$ cat src/rtl/nibble_packer.sv
// Packs pairs of 4-bit nibbles into bytes behind a valid/ready output register.
// A flush request emits a lone held nibble as a zero-padded partial byte.
module nibble_packer #(
    parameter bit LSN_FIRST = 1'b1
) (
    input  logic        clk,
    input  logic        rst,
    input  logic [3:0]  data,
    input  logic        en,
    output logic        in_ready,
    input  logic        flush,
    output logic        flush_done,
    output logic [7:0]  out_data,
    output logic        out_valid,
    input  logic        out_ready,
    output logic        out_partial,
    output logic [15:0] byte_count
);

    typedef enum logic {
        EMPTY = 1'b0,
        HALF  = 1'b1
    } state_t;

    state_t     state;
    state_t     state_next;
    logic [3:0] hold;

    logic       out_free;
    logic       in_hs;
    logic       out_hs;
    logic       flush_service;
    logic       load_full;
    logic       load_partial;
    logic [7:0] full_byte;
    logic [7:0] partial_byte;

    // State register
    always_ff @(posedge clk) begin
        if (rst) begin
            state <= EMPTY;
        end else begin
            state <= state_next;
        end
    end

    // Next-state logic
    always_comb begin
        state_next = state;
        case (state)
            EMPTY: begin
                if (in_hs) begin
                    state_next = HALF;
                end
            end
            HALF: begin
                if (in_hs || flush_service) begin
                    state_next = EMPTY;
                end
            end
            default: state_next = EMPTY;
        endcase
    end

    // Handshake and load strobes; the output slot is free when empty or draining this cycle
    always_comb begin
        out_free      = !out_valid || out_ready;
        in_ready      = (state == EMPTY) || out_free;
        in_hs         = en && in_ready;
        out_hs        = out_valid && out_ready;
        flush_service = flush && !flush_done && !in_hs &&
                        ((state == EMPTY) || out_free);
        load_full     = in_hs && (state == HALF);
        load_partial  = flush_service && (state == HALF);
    end

    always_comb begin
        if (LSN_FIRST) begin
            full_byte    = {data, hold};
            partial_byte = {4'h0, hold};
        end else begin
            full_byte    = {hold, data};
            partial_byte = {hold, 4'h0};
        end
    end

    always_ff @(posedge clk) begin
        if (rst) begin
            hold <= 4'h0;
        end else if (in_hs && (state == EMPTY)) begin
            hold <= data;
        end
    end

    // A new load takes priority over clearing, so a drained byte is replaced without a bubble
    always_ff @(posedge clk) begin
        if (rst) begin
            out_data    <= 8'h00;
            out_valid   <= 1'b0;
            out_partial <= 1'b0;
        end else if (load_full) begin
            out_data    <= full_byte;
            out_valid   <= 1'b1;
            out_partial <= 1'b0;
        end else if (load_partial) begin
            out_data    <= partial_byte;
            out_valid   <= 1'b1;
            out_partial <= 1'b1;
        end else if (out_hs) begin
            out_valid   <= 1'b0;
            out_partial <= 1'b0;
        end
    end

    always_ff @(posedge clk) begin
        if (rst) begin
            flush_done <= 1'b0;
        end else begin
            flush_done <= flush_service;
        end
    end

    always_ff @(posedge clk) begin
        if (rst) begin
            byte_count <= 16'h0000;
        end else if (out_hs) begin
            byte_count <= byte_count + 16'h0001;
        end
    end

endmodule

$ cat config.mk
export PLATFORM = sky130hd
export DESIGN_NAME = nibble_packer
export DESIGN_NICKNAME = d
export VERILOG_FILES = /design/src/rtl/nibble_packer.sv
export SDC_FILE = /design/constraint.sdc
export NUM_CORES = 1
export LEC_CHECK = 0
export BUFFER_PORTS_ARGS = -buffer_cell sky130_fd_sc_hd__buf_2
export CAP_MARGIN = 20
export CORE_MARGIN = 2
export CORE_UTILIZATION = 40
export CTS_BUF_LIST = sky130_fd_sc_hd__clkbuf_8
export DETAILED_ROUTE_END_ITERATION = 16
export PLACE_DENSITY = 0.68
export RECOVER_POWER = 50
export SYNTH_ARGS = -nofsm -noshare
export SYNTH_HDL_FRONTEND = slang
export SYNTH_SLANG_ARGS = --single-unit
$ cat constraint.sdc
create_clock -name clk -period 2 [get_ports clk]
set_clock_uncertainty 0.2 [all_clocks]
set_input_delay 0.1 -clock clk [delete_from_list [all_inputs] [get_ports clk]]
set_output_delay 0.1 -clock clk [all_outputs]
set_load 0.05 [all_outputs]
## After elaboration in Yosys (flattened, before gate mapping)

Index checks and enable logic that the tools add are counted.

- Latch bits: 0
- Memory bits (writable): 0
- Output and inout bits: 28
- Bits of input ports: 9
- Memories: 0
- ROM bits: 0
- Register bits after elaboration: 32
- Logic and storage cells: 35

- Reduce and logical (&&, ||, !) cells: 18
- Add/sub/neg operators: 1
- Equal/unequal tests: 0
- Order comparisons: 0
- Bitwise gates (word level): 1
- Multipliers: 0
- Div/mod/pow operators: 0
- Shift-type cells: 0
- Muxes and demuxes: 8

Operators by type and width:

| cell | number |
|---|---|
| $add A16 B1 Y16 const B | 1 |
| $mux W8 | 2 |
| $logic_and A1 B1 Y1 | 8 |
| $mux W1 | 5 |
| $reduce_bool A2 Y1 | 2 |
| $logic_not A1 Y1 | 3 |
| $logic_or A1 B1 Y1 | 3 |
| $reduce_bool A3 Y1 | 1 |
| $pmux W1 S2 | 1 |
| $reduce_or A2 Y1 | 1 |
| $not A1 Y1 | 1 |

## Longest topological paths before layout

- Depth after elaboration: 10
- Depth in mapped cells: 5
- Gate-level depth less buffers: 5

## Worst setup path after synthesis

No wires, ideal clock.

- Kind: register to register
- From: register byte_count[4]
- To: register byte_count[15]
- Buffers on the path: 0
- Arrival time: 1.876 ns
- Setup time: 0.123 ns
- Clock period less this slack: 2.199 ns
- Required time: 1.677 ns
- Cell stages (with the launch flop): 5
- Slack: -0.199 ns
- Cells stage by stage: dfxtp_1 -> nand4_2 -> nor4_4 -> nor3b_2 -> mux2_1

- Cells in the longest elaborated chain, start to end: 1

RTL lines:

| item | line | source |
|---|---|---|
| start, declared | 17 | `output logic [15:0] byte_count` |
| start signal, assigned | 127 | `byte_count <= byte_count + 16'h0001;` |
| $add A16 B1 Y16 | 127 |  |

Every way passes these cells.
A chain may end at the register's enable or synchronous reset.

## Worst setup path in the final report

Ends and elaborated chain as after synthesis.

==> run_results.csv <==
group,metric,value,unit
status,outcome,"finished clean",
worst_setup_path,rrSetupSlack,0.11,ns
worst_setup_path,critPathArrivalTime,1.86,ns
min_path,hp-class,"reg -> reg",
route,drcViolationCount,0,
global_routing,grtUsageMet2,28.1,%
route,dr.first_iter.drc_count,42,
sta,setup_viol,0,
global_routing,top_usage_layer,"met2",
cts,cts_inserted_buffers,5,
sta,max_slew_margin,59.6,%
synth,ys_warn_count,0,
final_layout,nets,200,
worst_setup_path,critPathCaptureType,"flop",
sta,period_minus_slack,1.89,ns
synth,synth_area,1340,um2
sta,fin_crit_sh,94.4,%
synth,synthTopCellsByArea,"dfxtp_1 (48%), nor2_1 (8.1%), mux2i_1 (6.0%)",
global_routing,antenna_found_initial,0,
place,portBuffers,36,
die,num_rows,21,
cts,cts_tree,"done",
sta,max_freq,0.530,GHz
cts,clk_pin_slew,0.06,ns
route,drt-vias-per-instance,4.86,
global_routing,grt_pass1_wl,4.49,mm
synth,synth_nets,153,
global_routing,grt_pass1_vias,1088,
place,gp_congestion,0.833,
die,die_w,62.0,um
final_layout,layout_commonest_cell,"nor2_1",
cts,clock_latency,0.28,ns
cts,clockRootBuffer,"clkbuf_8",
final_layout,area_growth,28.1,%
sta,setup-tns-final,0,ns
sta,drv_slew,0,
synth,synth_edf_count,0,
route,ant_nets,0,
route,wl_per_cell,12.0,um
sta,hold_viol_final,0,
worst_setup_path,start_kind,"flop",
worst_setup_path,ff2ff_path_depth,4,
power,p_leak,0.000678,uW
worst_setup_path,timing.rr.start,"byte_count[4]",
die,coreArea,3280,um2
synth,ys_async_sr_fraction,0,%
die,initial_utilization,40.9,%
worst_setup_path,r2r-end,"byte_count[15]",
synth,ys.flop_type,"dfxtp_1",
flow_run,drv_cap,0,
place,dpl_cell_area,1580,um2
final_layout,drive_gt1_share,18.8,%
global_routing,grt_usage,16.5,%
final_layout,regArea,653,um2
power,powerDensity,738,nW/um2
route,dr.pass1.iters,4,
global_routing,grt_use_met1,17.6,%
die,die_area,3840,um2
place,dp_cells,221,
sta,tightest_slew,0.609,ns
min_path,hold_path_depth,2,
final_layout,fin_util,52.4,%
synth,synth_seq_area_share,47.7,%
power,ir_drop,0.499,mV
min_path,hp-start,"byte_count[1]",
final_layout,num_antenna_cells,0,
synth,synth_cells,143,
final_layout,fillerInstances,318,
synth,synth_top_cell_by_area,"dfxtp_1",
cts,cts.path.max_buffers,2,
cts,cts_resized,0,
die,io_pins,37,
global_routing,grt_max_degree,22,
final_layout,final_cell_mix,"nor2_1 (29), clkbuf_1 (25), dfxtp_1 (22), buf_2 (11), dfxtp_2 (10)",
min_path,whs_endpoint,"byte_count[1]",
route,routed_wl,2.86,mm
final_layout,finish.instance_area,1720,um2
die,die_y,62.0,um
synth,synth_top_area_share,47.7,%
worst_setup_path,crit_fanout,6,
route,vias,1151,
cts,htree_levels,2,
cts,postCtsSetupBuffers,0,
worst_setup_path,path_class,"reg -> reg",
cts,clkSinkCount,32,
final_layout,instances_no_fill,237,
synth,synth_cell_types,31,
synth,synth_seq_cells,32,
synth,synth.avg_cell_area,9.40,um2
sta,rsz0062_at_grt,"false",
global_routing,grt_overflow,0,
place,hpwl,2.08,mm
global_routing,use_met3,7.87,%
final_layout,multi_input_area,673,um2
worst_setup_path,crit_required,1.97,ns
## flip-flops by register name, summed over array words and instances (netlist names)
register	flops
out_valid	1
hold	4
state	1
flush_done	1
out_partial	1
byte_count	16
out_data	8
## routing by layer
layer | wire, um | vias up | share of wire, %
li1 | - | 584 | -
met1 | 1230 | 536 | 43
met2 | 1440 | 28 | 51
met3 | 151 | 3 | 5.3
met4 | 30 | 0 | 1.1
met5 | 0 | - | 0
## Yosys cell counts (2+ instances only)
library cell and count:
a21oi_1 4, a22oi_1 4, and3_1 2, clkbuf_1 4, dfxtp_1 32, inv_1 3
mux2_2 3, mux2i_1 8, nand2_1 7, nand2b_1 2, nand3_1 6, nand4_1 2
nor2_1 29, nor2b_1 6, nor3_1 4, nor4_1 3, o21ai_0 2, xnor2_1 6
xor2_1 4
## worst max path at each step
stage / startpoint / endpoint / slack (ns) / depth (start not counted)
2_1_floorplan: byte_count[8] / byte_count[15] / -0.01 / 4
3_5_place_dp: byte_count[4] / byte_count[15] / 0.12 / 4
3_3_place_gp: byte_count[4] / byte_count[15] / 0.21 / 4
5_1_grt: byte_count[4] / byte_count[15] / 0.004 / 4
6_report: byte_count[4] / byte_count[15] / 0.11 / 4
4_1_cts: out_ready / byte_count[15] / 0.09 / 6
## power breakdown
group          total, uW  internal [uW]  switching [uW]
Combinational        114           40.7            72.9
Clock                493            270             223
Sequential           664            652            11.8
## critical path, cell delays in order (launching register included)
cell and delay, ns:
dfxtp_2 0.38, nand4_2 0.22, nor4_4 0.41, nor3b_2 0.24, mux2_1 0.33
## cells by family (layout without fill, tap and decap cells)
logic type	after synthesis	in the layout	share of synthesized area, %
buf+inv	8	56	2.23
compound gates	13	13	6.70
fa+ha+maj	1	1	0.931
mux	12	12	9.31
flops	32	32	47.7
simple gates	67	67	26.6
xor+xnor	10	10	6.52
## repair_timing
| item | CTS | global route |
|---|---|---|
| hold buffers | 8 | 0 |
| endpoints found under the hold margin | 12 | 0 |
| setup endpoints to repair | 0 | 1 |
## final cells by class
class                      count  share of cell area (%)
multi-input combinational    103                    39.1
tap                           46                    3.34
timing repair buffer          45                    13.7
clock buffer                   6                    4.80
clock inverter                 2                   0.436
sequential                    32                    37.9
inverter                       3                   0.654
## metrics by stage
| step | setup WS, ns | hold slack (ns) | total power, uW |
|---|---|---|---|
| 2_1_floorplan | -0.0132 | -0.0103 | 751 |
| 4_1_cts | 0.0864 | 0.296 | 1290 |
| 5_1_grt | 0.00422 | 0.312 | 1330 |
| 3_3_place_gp | 0.208 | 0.150 | 778 |
| 6_report | 0.112 | 0.291 | 1270 |
| 3_5_place_dp | 0.116 | 0.162 | 782 |
Power figures use the tool's default switching activity.
